`src/rtl/mem_initiator.sv`:
```
// -----------------------------------------------------------------------------
// mem_initiator
//
// Command-driven initiator for the picorv32 native memory interface. Accepts
// one load/store command at a time and turns it into a single word-aligned
// bus transaction with byte strobes. Load data comes back right-aligned and
// sign- or zero-extended. A per-transaction watchdog ends a bus request that
// no responder answers.
//
// Parameters
//   TIMEOUT_CYCLES  maximum cycles mem_valid is held awaiting mem_ready
//                   (legal range 1 .. 2^20)
//
// Ports
//   clk, resetn     clock (rising edge) and asynchronous active-low reset
//   cmd_valid       command offered
//   cmd_ready       command accepted this cycle (high only in IDLE)
//   cmd_write       1 = store, 0 = load
//   cmd_instr       instruction-fetch qualifier, loads only
//   cmd_size        0 = byte, 1 = half, 2 = word, 3 = illegal
//   cmd_signed      sign-extend load data (byte/half loads only)
//   cmd_addr        byte address
//   cmd_wdata       store data, right-aligned
//   rsp_valid       response available (held until rsp_ready)
//   rsp_ready       response consumed
//   rsp_rdata       extended load data; 0 for stores and errors
//   rsp_error       misaligned, illegal size or timeout
//   mem_valid       bus request
//   mem_instr       instruction-fetch qualifier on the bus
//   mem_ready       responder completion
//   mem_addr        word address, bits [1:0] always 0
//   mem_wdata       lane-replicated store data
//   mem_wstrb       byte strobes, 0 for loads
//   mem_rdata       read data, valid in the mem_ready cycle
// -----------------------------------------------------------------------------
module mem_initiator #(
    parameter int unsigned TIMEOUT_CYCLES = 10000
) (
    input  logic        clk,
    input  logic        resetn,

    input  logic        cmd_valid,
    output logic        cmd_ready,
    input  logic        cmd_write,
    input  logic        cmd_instr,
    input  logic [1:0]  cmd_size,
    input  logic        cmd_signed,
    input  logic [31:0] cmd_addr,
    input  logic [31:0] cmd_wdata,

    output logic        rsp_valid,
    input  logic        rsp_ready,
    output logic [31:0] rsp_rdata,
    output logic        rsp_error,

    output logic        mem_valid,
    output logic        mem_instr,
    input  logic        mem_ready,
    output logic [31:0] mem_addr,
    output logic [31:0] mem_wdata,
    output logic [3:0]  mem_wstrb,
    input  logic [31:0] mem_rdata
);

    // -------------------------------------------------------------------------
    // State encoding
    // -------------------------------------------------------------------------
    localparam logic [1:0] S_IDLE = 2'd0;
    localparam logic [1:0] S_BUS  = 2'd1;
    localparam logic [1:0] S_RESP = 2'd2;

    // 21 bits holds TIMEOUT_CYCLES - 1 for the full legal range up to 2^20.
    localparam int unsigned        CNT_W    = 21;
    localparam logic [CNT_W-1:0]   CNT_LAST = CNT_W'(TIMEOUT_CYCLES - 1);

    localparam logic [1:0] SZ_BYTE = 2'd0;
    localparam logic [1:0] SZ_HALF = 2'd1;
    localparam logic [1:0] SZ_WORD = 2'd2;

    // -------------------------------------------------------------------------
    // Registers
    // -------------------------------------------------------------------------
    logic [1:0]       state_q,     state_d;
    logic             write_q,     write_d;
    logic             signed_q,    signed_d;
    logic [1:0]       size_q,      size_d;
    logic [1:0]       lane_q,      lane_d;
    logic [CNT_W-1:0] cnt_q,       cnt_d;

    logic             mem_valid_q, mem_valid_d;
    logic             mem_instr_q, mem_instr_d;
    logic [31:0]      mem_addr_q,  mem_addr_d;
    logic [31:0]      mem_wdata_q, mem_wdata_d;
    logic [3:0]       mem_wstrb_q, mem_wstrb_d;

    logic             rsp_valid_q, rsp_valid_d;
    logic [31:0]      rsp_rdata_q, rsp_rdata_d;
    logic             rsp_error_q, rsp_error_d;

    // -------------------------------------------------------------------------
    // Command decode: legality/alignment and store lane formatting
    // -------------------------------------------------------------------------
    logic        cmd_ok;
    logic [31:0] cmd_bus_wdata;
    logic [3:0]  cmd_bus_wstrb;

    always_comb begin
        cmd_ok = 1'b0;
        case (cmd_size)
            SZ_BYTE: cmd_ok = 1'b1;
            SZ_HALF: cmd_ok = ~cmd_addr[0];
            SZ_WORD: cmd_ok = (cmd_addr[1:0] == 2'b00);
            default: cmd_ok = 1'b0;
        endcase
    end

    always_comb begin
        cmd_bus_wdata = cmd_wdata;
        cmd_bus_wstrb = 4'b1111;
        case (cmd_size)
            SZ_BYTE: begin
                cmd_bus_wdata = {4{cmd_wdata[7:0]}};
                cmd_bus_wstrb = 4'b0001 << cmd_addr[1:0];
            end
            SZ_HALF: begin
                cmd_bus_wdata = {2{cmd_wdata[15:0]}};
                cmd_bus_wstrb = 4'b0011 << cmd_addr[1:0];
            end
            default: begin
                cmd_bus_wdata = cmd_wdata;
                cmd_bus_wstrb = 4'b1111;
            end
        endcase
        if (!cmd_write) begin
            cmd_bus_wstrb = '0;
        end
    end

    // -------------------------------------------------------------------------
    // Load data extraction: shift the addressed lane down, then extend
    // -------------------------------------------------------------------------
    logic [31:0] lane_data;
    logic [31:0] load_data;

    always_comb begin
        lane_data = mem_rdata >> {lane_q, 3'b000};
        case (size_q)
            SZ_BYTE: load_data = {{24{signed_q & lane_data[7]}},  lane_data[7:0]};
            SZ_HALF: load_data = {{16{signed_q & lane_data[15]}}, lane_data[15:0]};
            default: load_data = lane_data;
        endcase
    end

    // -------------------------------------------------------------------------
    // Next-state logic
    // -------------------------------------------------------------------------
    always_comb begin
        state_d     = state_q;
        write_d     = write_q;
        signed_d    = signed_q;
        size_d      = size_q;
        lane_d      = lane_q;
        cnt_d       = cnt_q;
        mem_valid_d = mem_valid_q;
        mem_instr_d = mem_instr_q;
        mem_addr_d  = mem_addr_q;
        mem_wdata_d = mem_wdata_q;
        mem_wstrb_d = mem_wstrb_q;
        rsp_valid_d = rsp_valid_q;
        rsp_rdata_d = rsp_rdata_q;
        rsp_error_d = rsp_error_q;

        case (state_q)
            S_IDLE: begin
                if (cmd_valid) begin
                    write_d  = cmd_write;
                    signed_d = cmd_signed;
                    size_d   = cmd_size;
                    lane_d   = cmd_addr[1:0];
                    cnt_d    = '0;
                    if (cmd_ok) begin
                        state_d     = S_BUS;
                        mem_valid_d = 1'b1;
                        mem_instr_d = cmd_instr & ~cmd_write;
                        mem_addr_d  = {cmd_addr[31:2], 2'b00};
                        mem_wdata_d = cmd_bus_wdata;
                        mem_wstrb_d = cmd_bus_wstrb;
                    end else begin
                        state_d     = S_RESP;
                        rsp_valid_d = 1'b1;
                        rsp_error_d = 1'b1;
                        rsp_rdata_d = '0;
                    end
                end
            end

            S_BUS: begin
                // mem_ready wins over the watchdog when both land together.
                if (mem_ready) begin
                    state_d     = S_RESP;
                    mem_valid_d = 1'b0;
                    mem_instr_d = 1'b0;
                    rsp_valid_d = 1'b1;
                    rsp_error_d = 1'b0;
                    rsp_rdata_d = write_q ? '0 : load_data;
                end else if (cnt_q == CNT_LAST) begin
                    state_d     = S_RESP;
                    mem_valid_d = 1'b0;
                    mem_instr_d = 1'b0;
                    rsp_valid_d = 1'b1;
                    rsp_error_d = 1'b1;
                    rsp_rdata_d = '0;
                end else begin
                    cnt_d = cnt_q + 1'b1;
                end
            end

            S_RESP: begin
                if (rsp_ready) begin
                    state_d     = S_IDLE;
                    rsp_valid_d = 1'b0;
                end
            end

            default: begin
                state_d     = S_IDLE;
                mem_valid_d = 1'b0;
                mem_instr_d = 1'b0;
                rsp_valid_d = 1'b0;
            end
        endcase
    end

    // -------------------------------------------------------------------------
    // State registers
    // -------------------------------------------------------------------------
    always_ff @(posedge clk or negedge resetn) begin
        if (!resetn) begin
            state_q     <= S_IDLE;
            write_q     <= 1'b0;
            signed_q    <= 1'b0;
            size_q      <= '0;
            lane_q      <= '0;
            cnt_q       <= '0;
            mem_valid_q <= 1'b0;
            mem_instr_q <= 1'b0;
            mem_addr_q  <= '0;
            mem_wdata_q <= '0;
            mem_wstrb_q <= '0;
            rsp_valid_q <= 1'b0;
            rsp_rdata_q <= '0;
            rsp_error_q <= 1'b0;
        end else begin
            state_q     <= state_d;
            write_q     <= write_d;
            signed_q    <= signed_d;
            size_q      <= size_d;
            lane_q      <= lane_d;
            cnt_q       <= cnt_d;
            mem_valid_q <= mem_valid_d;
            mem_instr_q <= mem_instr_d;
            mem_addr_q  <= mem_addr_d;
            mem_wdata_q <= mem_wdata_d;
            mem_wstrb_q <= mem_wstrb_d;
            rsp_valid_q <= rsp_valid_d;
            rsp_rdata_q <= rsp_rdata_d;
            rsp_error_q <= rsp_error_d;
        end
    end

    // -------------------------------------------------------------------------
    // Outputs
    // -------------------------------------------------------------------------
    assign cmd_ready = (state_q == S_IDLE);
    assign mem_valid = mem_valid_q;
    assign mem_instr = mem_instr_q;
    assign mem_addr  = mem_addr_q;
    assign mem_wdata = mem_wdata_q;
    assign mem_wstrb = mem_wstrb_q;
    assign rsp_valid = rsp_valid_q;
    assign rsp_rdata = rsp_rdata_q;
    assign rsp_error = rsp_error_q;

endmodule

```
`config.mk`:
```
export PLATFORM = sky130hd
export DESIGN_NAME = mem_initiator
export DESIGN_NICKNAME = d
export VERILOG_FILES = /design/src/rtl/mem_initiator.sv
export SDC_FILE = /design/constraint.sdc
export NUM_CORES = 1
export LEC_CHECK = 0
export ABC_AREA = 0
export CAP_MARGIN = 10
export CORE_UTILIZATION = 40
export CTS_CLUSTER_DIAMETER = 150
export DETAILED_ROUTE_END_ITERATION = 8
export PLACE_DENSITY = 0.74
export SKIP_LAST_GASP = 1
export SLEW_MARGIN = 20
export SYNTH_ARGS = -nofsm -noshare
export SYNTH_HDL_FRONTEND = slang
export SYNTH_SLANG_ARGS = --single-unit
```
`constraint.sdc`:
```
create_clock -name clk -period 6.2 [get_ports clk]
set_clock_uncertainty 0.05 [all_clocks]
set_input_delay 0.62 -clock clk [delete_from_list [all_inputs] [get_ports clk]]
set_output_delay 0.62 -clock clk [all_outputs]
set_load 0.005 [all_outputs]
```
==> out/qor.csv, run 1 <==
stage,metric,value,unit
status,status,"complete, but fails checks",
status,failed_checks,design-rule violations,
setup_path,crit_path_start,cnt_q[14]$_DFFE_PN0P_,
clocking,clock_sinks,131,
grt,grt_usage,0.224,
synth,synthDistinctLibCells,48,
layout,n_fill_cell,1208,
detailed_routing,ant_nets,0,
grt,grt.overflow.total,0,
clocking,clock_path_buffers,2,
synth,syn_area_per_cell,10.8,um^2
synth,ys_seq_area_frac,0.539,
synth,synthTopCellsByArea,"dfrtp_1 54%, mux2i_1 7.2%, mux2_2 7.0%",
sta,finalHoldViolCount,0,
setup_path,cp.arrival,3.52,ns
grt,grt_pass1_wl,27.8,mm
setup_path,crit_required,6.45,ns
layout,final_cell_area,0.00883,mm^2
synth,synth-main-ff-cell,dfrtp_1,
grt,grt_pass1_vias,5454,
power_and_ir_drop,leakage,3.84,nW
synth,synth-compound-area-share,0.143,
synth,synth_top_area_share,0.539,
sta,rsz0062_at_grt,no,
sta,slew_headroom,0.325,
synth,ys_seq_elements,131,
setup_path,end_kind,flip-flop,
synth,synthCells,562,
sta,final_max_slew_viol_count,0,
grt,antenna_found_initial,0,
detailed_routing,via_per_inst,5.41,
detailed_routing,wl_per_cell,17.6,um
setup_path,r2r_start,cnt_q[14]$_DFFE_PN0P_,
job,max-cap-violations,0,
layout,diodes,0,
die,start_util,0.414,
clocking,h-tree-depth,4,
synth,synth_top_family_by_area,multiplexers,
sta,worst_pin_slew,1.01,ns
detailed_routing,wl,16.8,mm
die,ios,211,
synth,muxShareOfSynthArea,0.146,
power_and_ir_drop,p_per_area,422,mW/mm^2
clocking,cts_resized,0,
synth,netlist_area,0.00608,mm^2
layout,area_growth,45.2,%
power_and_ir_drop,ir_worst_vdd,208,uV
worst_hold_path,holdCritPathClass,input pin to async pin,
sta,period_share,0.528,
clocking,hold_buffers,0,
placement,dpl-instance-area,0.00829,mm^2
detailed_routing,drt_iter0_markers,277,
detailed_routing,firstDrtPassIters,9,
synth,post_synth_fa_ha_maj_area_fraction,0.00206,
grt,grt_max_degree,97,
placement,dp_hpwl,11.8,mm
die,fp.dieArea,0.0157,mm^2
sta,post-route-min-period,3.27,ns
synth,synth_most_common_cell,dfrtp_1,
synth,synth_edf_count,0,
clocking,clock_latency,0.42,ns
detailed_routing,vias,5163,
clocking,cts_buffers,17,
die,die_h,125,um
clocking,cts_tree,done,
detailed_routing,drc,13,
synth,yosysWarnings,0,
synth,synthTopCellsByCount,"131 x dfrtp_1, 67 x nand2_1, 48 x o21ai_0",
setup_path,cp_max_fo,33,
die,fp.dieW,125,um
die,fp.coreArea,0.0147,mm^2
placement,io_buffers,208,
sta,setup_viol,0,
layout,drive_gt1_frac,0.104,
synth,synth_top_area_cell,dfrtp_1,
clocking,cts_setup_buffers,0,
sta,tns,0,ns
clocking,clk_pin_slew,0.06,ns
setup_path,worstSetupStartpointType,flip-flop,
placement,globalplace.congestion,0.888,
layout,nets,866,
sta,fmax,0.306,GHz
synth,synth_simple_gate_area_frac,0.124,
clocking,root_buffer,clkbuf_16,
die,std_cell_rows,44,
setup_path,crit_type,flip-flop to flip-flop,
synth,synthXorXnorAreaFrac,0.0173,
synth,postSynth.asyncResetShare,1.00,
==> layout make-up <==
cell class,instances,area [um^2],share of cell area
flip-flops and latches,131,3280,0.371
multi-input cells,392,2660,0.301
repair buffers,213,2120,0.241
clock buffers,22,464,0.0526
well taps,184,230,0.0261
clock inverters,9,58.8,0.00666
inverters,4,15.0,0.00170
==> per-stage QoR <==
step           total power [mW]  worst slack [ns]  std cells   util  hold WS (ns)
2_1_floorplan              1.98              3.65        563      -         0.274
3_3_place_gp               2.80              2.86        923  0.564         0.411
3_5_place_dp               2.85              2.74        923  0.564         0.417
4_1_cts                    3.75              2.94        954  0.600         0.123
5_1_grt                    3.95              2.76        955  0.601         0.142
6_report                   3.72              2.93        955  0.601         0.104
==> worst paths after layout <==
check	slack [ns]	depth (start not counted)	to
setup / recovery	2.93	5	rsp_rdata[26]$_DFFE_PN0P_
hold reg to reg	0.42	1	mem_instr$_DFFE_PN0P_
min in group clk	0.42	1	mem_instr$_DFFE_PN0P_
max in group asynchronous	4.59	2	lane_q[0]$_DFFE_PN0P_
setup reg to reg	2.93	5	rsp_rdata[26]$_DFFE_PN0P_
hold / removal	0.10	1	state_q[1]$_DFFE_PN0P_
==> metal layers <==
metal / part of all wire / track usage / wire, um
met2: 0.49 / 0.375 / 8270
met4: 0.021 / 0.0990 / 358
met5: 0 / 0 / 0
met3: 0.082 / 0.0757 / 1390
met1: 0.40 / 0.261 / 6780
==> worst max-delay path, stage by stage, from the launching register on <==
cell and delay [ns]:
dfrtp_1 0.40, or4b_1 0.53, or4_1 0.68, o21ai_4 0.48, nand2_2 0.49, a221o_1 0.49
==> placed cells by master (no fill, tap or decap), types with 3 or more instances in the layout <==
cell	synthesis	layout
a32o_1	15	15
mux2_2	38	38
xor2_1	10	10
nand3_1	15	15
dfrtp_1	131	130
a211o_1	15	15
nor2b_1	9	9
nor4_1	4	4
or3_1	4	4
nand2_1	67	66
buf_4	2	4
clkbuf_1	24	3
nand2b_1	5	5
a221o_1	8	8
o211ai_1	5	5
nor2_1	47	47
o21ai_0	48	48
clkinvlp_4	0	4
o31ai_1	4	4
clkdlybuf4s50_1	0	207
mux2i_1	44	44
inv_1	4	4
a21oi_1	23	23
clkinv_2	0	4
clkbuf_16	0	17
==> logic make-up (layout without fill, tap and decap cells) <==
| family | after synthesis | count (layout) |
|---|---|---|
| and+or+nand+nor | 166 | 166 |
| DFF | 131 | 131 |
| AOI/OAI and AO/OA | 128 | 128 |
| muxes | 83 | 83 |
| buffers and inverters | 40 | 248 |
| xor gates and xnor gates | 12 | 12 |
| adders and majority gates | 1 | 1 |
| other | 1 | 2 |
==> state kept, by name (all words and copies together), names as in the netlist <==
name and cells:
write_q 1, cnt_q 21, lane_q 2, rsp_rdata 32, rsp_error 1, rsp_valid 1
signed_q 1, mem_instr 1, state_q 2, mem_addr 30, mem_wdata 32, mem_valid 1
size_q 2, mem_wstrb 4
==> where the power goes <==
group | internal [mW] | total (mW) | switching [mW]
Sequential | 1.18 | 1.42 | 0.241
Combinational | 0.867 | 1.42 | 0.556
Clock | 0.526 | 0.883 | 0.357
No activity file was read; power rests on OpenSTA's default activity.
==> run 2, diff against run 1 <==
Clock period 6.2 ns to 3.25 ns, I/O delays scaled along.
==> run 2 against run 1 <==
Effect of this change:
- the flow still finishes with violations (design-rule violations)
- via count rose by 1.3%
- cell area rose by 2.1%
- cell count grew 0.94%
- setup slack got worse by 2.5 ns
- combinational power rose by 96%
- hold slack better by 0.27 ns
- fmax is 14% higher
- first-iteration DRC count rose by 10%
- largest cell class unchanged
==> out/qor.csv, run 2 (synthesized netlist as in run 1, its figures left out) <==
stage,metric,value,unit,change
status,status,"complete, but fails checks",,unchanged
status,failed_checks,design-rule violations,,unchanged
sta,rsz0062_at_grt,no,,unchanged
grt,grt_pass1_wl,27.2,mm,was 27.8 mm
detailed_routing,firstDrtPassIters,8,,was 9
job,max-cap-violations,0,,unchanged
layout,multiInputGateArea,0.00265,mm^2,was 0.00266 mm^2
detailed_routing,via_per_inst,5.42,,was 5.41
grt,grt.overflow.total,0,,unchanged
layout,regArea,0.00328,mm^2,about the same
detailed_routing,vias,5228,,was 5163
clocking,cts_tree,done,,unchanged
grt,grt_pass1_vias,5511,,was 5454
layout,final_cell_mix,"207 x clkdlybuf4s50_1, 131 x dfrtp_1, 66 x nand2_1",,"was 207 x clkdlybuf4s50_1, 130 x dfrtp_1, 66 x nand2_1"
placement,io_buffers,208,,unchanged
clocking,hold_buffers,1,,was 0
setup_path,critPathBufInv,0,,unchanged
setup_path,cp_max_fo,33,,unchanged
sta,period_share,0.884,,was 0.528
die,fp.coreArea,0.0147,mm^2,unchanged
placement,dp.cells,931,,was 923
layout,nets,874,,was 866
setup_path,cp_slowest_cell,or4_1,,unchanged
detailed_routing,wl_per_cell,17.2,um,was 17.6 um
sta,timing.hold.ws,0.378,ns,was 0.104 ns
die,die_h,125,um,unchanged
sta,fmax,0.348,GHz,was 0.306 GHz
die,std_cell_rows,44,,unchanged
clocking,clock_latency,0.41,ns,was 0.42 ns
setup_path,crit_required,3.50,ns,was 6.45 ns
clocking,cts_setup_buffers,0,,unchanged
clocking,clock_path_buffers,2,,unchanged
power_and_ir_drop,ir_worst_vdd,451,uV,was 208 uV
layout,diodes,0,,unchanged
sta,tns,0,ns,unchanged
detailed_routing,drc,13,,unchanged
worst_hold_path,holdCritPathClass,input pin to async pin,,unchanged
grt,grt_max_degree,76,,was 97
die,fp.dieArea,0.0157,mm^2,unchanged
detailed_routing,drt_iter0_markers,305,,was 277
die,ios,211,,unchanged
power_and_ir_drop,leakage,3.94,nW,was 3.84 nW
grt,grt_usage,0.219,,was 0.224
sta,final_max_slew_viol_count,0,,unchanged
die,fp.dieW,125,um,unchanged
sta,slew_headroom,0.402,,was 0.325
setup_path,critPathTopFamily,simple AND/OR/NAND/NOR gates,,unchanged
clocking,clk_pin_slew,0.06,ns,about the same
sta,setup_ws,0.378,ns,was 2.93 ns
layout,n_fill_cell,1233,,was 1208
placement,globalplace.congestion,0.887,,was 0.888
placement,dp_hpwl,12.1,mm,was 11.8 mm
layout,area_growth,48.2,%,was 45.2%
power_and_ir_drop,p_per_area,824,mW/mm^2,was 422 mW/mm^2
sta,worst_pin_slew,0.894,ns,was 1.01 ns
setup_path,worstSetupStartpointType,flip-flop,,unchanged
die,start_util,0.414,,unchanged
setup_path,cp.arrival,3.12,ns,was 3.52 ns
clocking,cts_resized,0,,unchanged
grt,antenna_found_initial,0,,unchanged
clocking,root_buffer,clkbuf_16,,unchanged
clocking,clock_sinks,131,,unchanged
sta,setup_viol,0,,unchanged
setup_path,regToRegSetupSlack,0.38,ns,was 2.93 ns
setup_path,crit_type,flip-flop to flip-flop,,unchanged
layout,mostFrequentLayoutCell,clkdlybuf4s50_1,,unchanged
setup_path,end_kind,flip-flop,,unchanged
power_and_ir_drop,power.total,7.43,mW,was 3.72 mW
placement,dp_slack,0.390,ns,was 2.74 ns
clocking,cts_buffers,17,,unchanged
layout,final_cells,964,,was 955
setup_path,path_cells,or4b_1 -> or4_1 -> o21ai_4 -> nand2_2 -> a221o_1,,unchanged
detailed_routing,ant_nets,0,,unchanged
layout,drive_gt1_frac,0.115,,was 0.104
setup_path,slowest_delay,0.67,ns,was 0.68 ns
detailed_routing,wl,16.6,mm,was 16.8 mm
sta,post-route-min-period,2.87,ns,was 3.27 ns
clocking,h-tree-depth,4,,unchanged
sta,finalHoldViolCount,0,,unchanged
run 2: changes by cell type in the layout (fill, tap and decap cells not counted), moves of 2 or more:
cell	change
clkbuf_8	+2
inv_6	+2
buf_4	+6
clkbuf_1	-3
clkinv_2	-2
buf_12	+2
bufinv_16	+3
run 2: cell type report:
class / instances / area share
sequential: 131 / 0.364
inverter: 4 / 0.00167
multi-input combinational: 392 / 0.294
tap: 184 / 0.0255
clock buffer: 21 / 0.0533
clock inverter: 11 / 0.0165
timing repair buffer: 221 / 0.245
run 2: worst reg2reg max path: stages, from the launching register on:
cell,delay [ns]
dfrtp_1,0.41
or4b_1,0.52
or4_1,0.67
o21ai_4,0.21
nand2_2,0.38
a221o_1,0.50
run 2: power by group:
group	total [mW]	switching, mW	leakage (nW)	internal, mW
combinational	2.78	1.11	1.96	1.67
clock	2.01	0.718	0.302	1.29
sequential	2.64	0.394	1.68	2.24
total	7.43	2.22	3.94	5.21
run 2: final timing paths:
check                                                from                        end  cells past startpoint
worst max-delay path                cnt_q[14]$_DFFE_PN0P_  rsp_rdata[27]$_DFFE_PN0P_                      5
worst min-delay path                               resetn  rsp_rdata[12]$_DFFE_PN0P_                      2
worst max register to register      cnt_q[14]$_DFFE_PN0P_  rsp_rdata[27]$_DFFE_PN0P_                      5
worst min register to register  mem_wdata[12]$_DFFE_PN0P_  mem_wdata[12]$_DFFE_PN0P_                      2
max in group asynchronous                          resetn       cnt_q[5]$_DFFE_PN0P_                      3
min in group clk                               cmd_signed       signed_q$_DFFE_PN0P_                      3
run 2: per-stage QoR:
step,area (um^2),utilization
after CTS,9010,0.613
final,9010,0.613
after global routing,9010,0.613
after detailed placement,8370,0.570
after global placement,8370,0.570
after floorplan,6090,-
run 2: layer usage:
metal | track usage | part of all wire | vias up | wire [um]
met2 | 0.379 | 0.50 | 203 | 8260
met5 | 0 | 0 | - | 0
met4 | 0.0861 | 0.022 | 0 | 362
li1 | - | - | 2430 | -
met1 | 0.247 | 0.40 | 2567 | 6600
met3 | 0.0749 | 0.085 | 28 | 1410
==> run 3, diff against run 2 <==
Settings changed: CORE_UTILIZATION 40 to 45, PLACE_DENSITY 0.74 to 0.82.
==> run 3 against run 2 <==
Effect of this change:
- the run now ends clean
- sequential share of layout area increased by 0.26 points
- first-iteration DRC count increased by 20%
- global-route usage grew 3.0 points
- power down 1.2%
- cell area is 0.71% lower
- sequential cell count stayed put
- largest cell class unchanged
==> out/qor.csv, run 3 (synthesized netlist as in run 1, its figures left out) <==
stage,metric,value,unit,change
die,ios,211,,unchanged
clocking,cts_tree,done,,unchanged
detailed_routing,drc,0,,was 13
clocking,h-tree-depth,4,,unchanged
clocking,cts_resized,0,,unchanged
detailed_routing,drt_iter0_markers,367,,was 305
layout,drive_gt1_frac,0.107,,was 0.115
die,fp.dieW,118,um,was 125 um
clocking,clk_pin_slew,0.06,ns,about the same
die,std_cell_rows,42,,was 44
clocking,cts_buffers,17,,unchanged
sta,final_max_slew_viol_count,0,,unchanged
grt,grt_pass1_wl,27.3,mm,was 27.2 mm
sta,setup_viol,0,,unchanged
setup_path,cp_max_fo,33,,unchanged
worst_hold_path,hold_end,mem_wdata[19]$_DFFE_PN0P_,,
detailed_routing,firstDrtPassIters,5,,was 8
setup_path,regToRegSetupSlack,0.35,ns,was 0.38 ns
setup_path,worstSetupStartpointType,flip-flop,,unchanged
die,start_util,0.461,,was 0.414
setup_path,end_kind,flip-flop,,unchanged
grt,grt_usage,0.249,,was 0.219
grt,grt.overflow.total,0,,unchanged
status,status,completed,,"was complete, but fails checks"
worst_hold_path,whs_path_depth,2,,
sta,tns,0,ns,unchanged
clocking,clock_path_buffers,2,,unchanged
layout,mostFrequentLayoutCell,clkdlybuf4s50_1,,unchanged
setup_path,reg2reg_depth,5,,unchanged
grt,grt_max_degree,80,,was 76
setup_path,cp.arrival,3.14,ns,was 3.12 ns
setup_path,crit_required,3.49,ns,was 3.50 ns
sta,worst_pin_slew,1.09,ns,was 0.894 ns
job,max-cap-violations,0,,unchanged
grt,grt_pass1_vias,5426,,was 5511
sta,slew_headroom,0.269,,was 0.402
setup_path,path_cells,or4b_1 -> or4_1 -> o21ai_4 -> nand2_2 -> a221o_1,,unchanged
sta,fmax,0.345,GHz,was 0.348 GHz
sta,rsz0062_at_grt,no,,unchanged
power_and_ir_drop,p_per_area,820,mW/mm^2,was 824 mW/mm^2
grt,antenna_found_initial,0,,unchanged
setup_path,r2r-end,rsp_rdata[27]$_DFFE_PN0P_,,unchanged
layout,n_fill_cell,969,,was 1233
layout,area_growth,47.2,%,was 48.2%
power_and_ir_drop,ir_worst_vdd,393,uV,was 451 uV
die,fp.coreArea,0.0132,mm^2,was 0.0147 mm^2
setup_path,cp_slowest_cell,or4_1,,unchanged
detailed_routing,wl_per_cell,17.7,um,was 17.2 um
layout,final_cell_area,0.00895,mm^2,was 0.00901 mm^2
clocking,root_buffer,clkbuf_16,,unchanged
layout,nets,873,,was 874
setup_path,crit_type,flip-flop to flip-flop,,unchanged
worst_hold_path,holdCritPathClass,flip-flop to flip-flop,,was input pin to async pin
placement,dpl-instance-area,0.00836,mm^2,was 0.00837 mm^2
clocking,clock_sinks,131,,unchanged
placement,io_buffers,208,,unchanged
detailed_routing,via_per_inst,5.60,,was 5.42
detailed_routing,wl,16.8,mm,was 16.6 mm
power_and_ir_drop,leakage,3.92,nW,was 3.94 nW
detailed_routing,ant_nets,0,,unchanged
clocking,hold_buffers,1,,unchanged
detailed_routing,vias,5342,,was 5228
sta,post-route-min-period,2.90,ns,was 2.87 ns
sta,finalHoldViolCount,0,,unchanged
sta,period_share,0.891,,was 0.884
layout,diodes,0,,unchanged
placement,dp_hpwl,12.1,mm,about the same
setup_path,r2r_start,cnt_q[14]$_DFFE_PN0P_,,unchanged
die,die_h,118,um,was 125 um
setup_path,slowest_delay,0.68,ns,was 0.67 ns
placement,globalplace.congestion,0.912,,was 0.887
layout,final_cell_mix,"207 x clkdlybuf4s50_1, 131 x dfrtp_1, 66 x nand2_1",,unchanged
clocking,cts_setup_buffers,0,,unchanged
setup_path,critPathBufInv,0,,unchanged
clocking,clock_latency,0.41,ns,about the same
worst_hold_path,hp-start,mem_wdata[19]$_DFFE_PN0P_,,
setup_path,critPathTopFamily,simple AND/OR/NAND/NOR gates,,unchanged
die,fp.dieArea,0.0140,mm^2,was 0.0157 mm^2
[run 3: cell count changes in the layout (fill, tap and decap cells not counted)]
cell        change
buf_4           -1
bufinv_16       -1
clkbuf_1        +5
clkbuf_8        +1
clkinv_4        -1
clkinvlp_4      -3
inv_6           -2
[run 3: where the power goes]
group | switching [mW] | internal [mW]
Clock | 0.656 | 1.23
Combinational | 1.11 | 1.67
Sequential | 0.434 | 2.24
[run 3: area by class of cell]
type / count / area [um^2] / area share
tap: 176 / 220 / 0.0246
multi-input combinational: 392 / 2650 / 0.296
clock buffer: 27 / 513 / 0.0573
sequential: 131 / 3280 / 0.366
clock inverter: 4 / 70.1 / 0.00783
timing repair buffer: 220 / 2200 / 0.246
inverter: 4 / 15.0 / 0.00168
[run 3: worst reg2reg max path: stages (launching register included)]
cell and delay (ns):
dfrtp_1 0.41, or4b_1 0.54, or4_1 0.68, o21ai_4 0.20
nand2_2 0.39, a221o_1 0.51
[run 3: per-stage QoR]
step	hold slack [ns]	instances	utilization	total power [mW]	setup slack, ns
after global routing	0.452	954	0.679	7.74	0.226
after floorplan	-0.0206	563	-	3.78	0.703
after global placement	0.368	922	0.634	5.36	0.459
final	0.424	954	0.679	7.34	0.354
after CTS	0.431	954	0.679	7.40	0.356
after detailed placement	0.371	922	0.634	5.47	0.379
[run 3: routing by layer]
metal	up-vias	wire, um	track usage
met5	-	0	0
met4	0	417	0.118
met3	34	1280	0.0753
met2	246	8370	0.409
met1	2627	6770	0.299
li1	2435	-	-
[run 3: how the worst max path moves through the flow]
stage	start	to	slack, ns	cells after the start
after floorplan	cnt_q[14]$_DFFE_PN0P_	rsp_rdata[26]$_DFFE_PN0P_	0.70	7
final	cnt_q[14]$_DFFE_PN0P_	rsp_rdata[27]$_DFFE_PN0P_	0.35	5
after detailed placement	cnt_q[14]$_DFFE_PN0P_	rsp_rdata[27]$_DFFE_PN0P_	0.38	5
after global routing	cnt_q[14]$_DFFE_PN0P_	rsp_rdata[30]$_DFFE_PN0P_	0.23	5
after CTS	cnt_q[14]$_DFFE_PN0P_	rsp_rdata[27]$_DFFE_PN0P_	0.36	5
after global placement	cnt_q[14]$_DFFE_PN0P_	rsp_rdata[27]$_DFFE_PN0P_	0.46	5
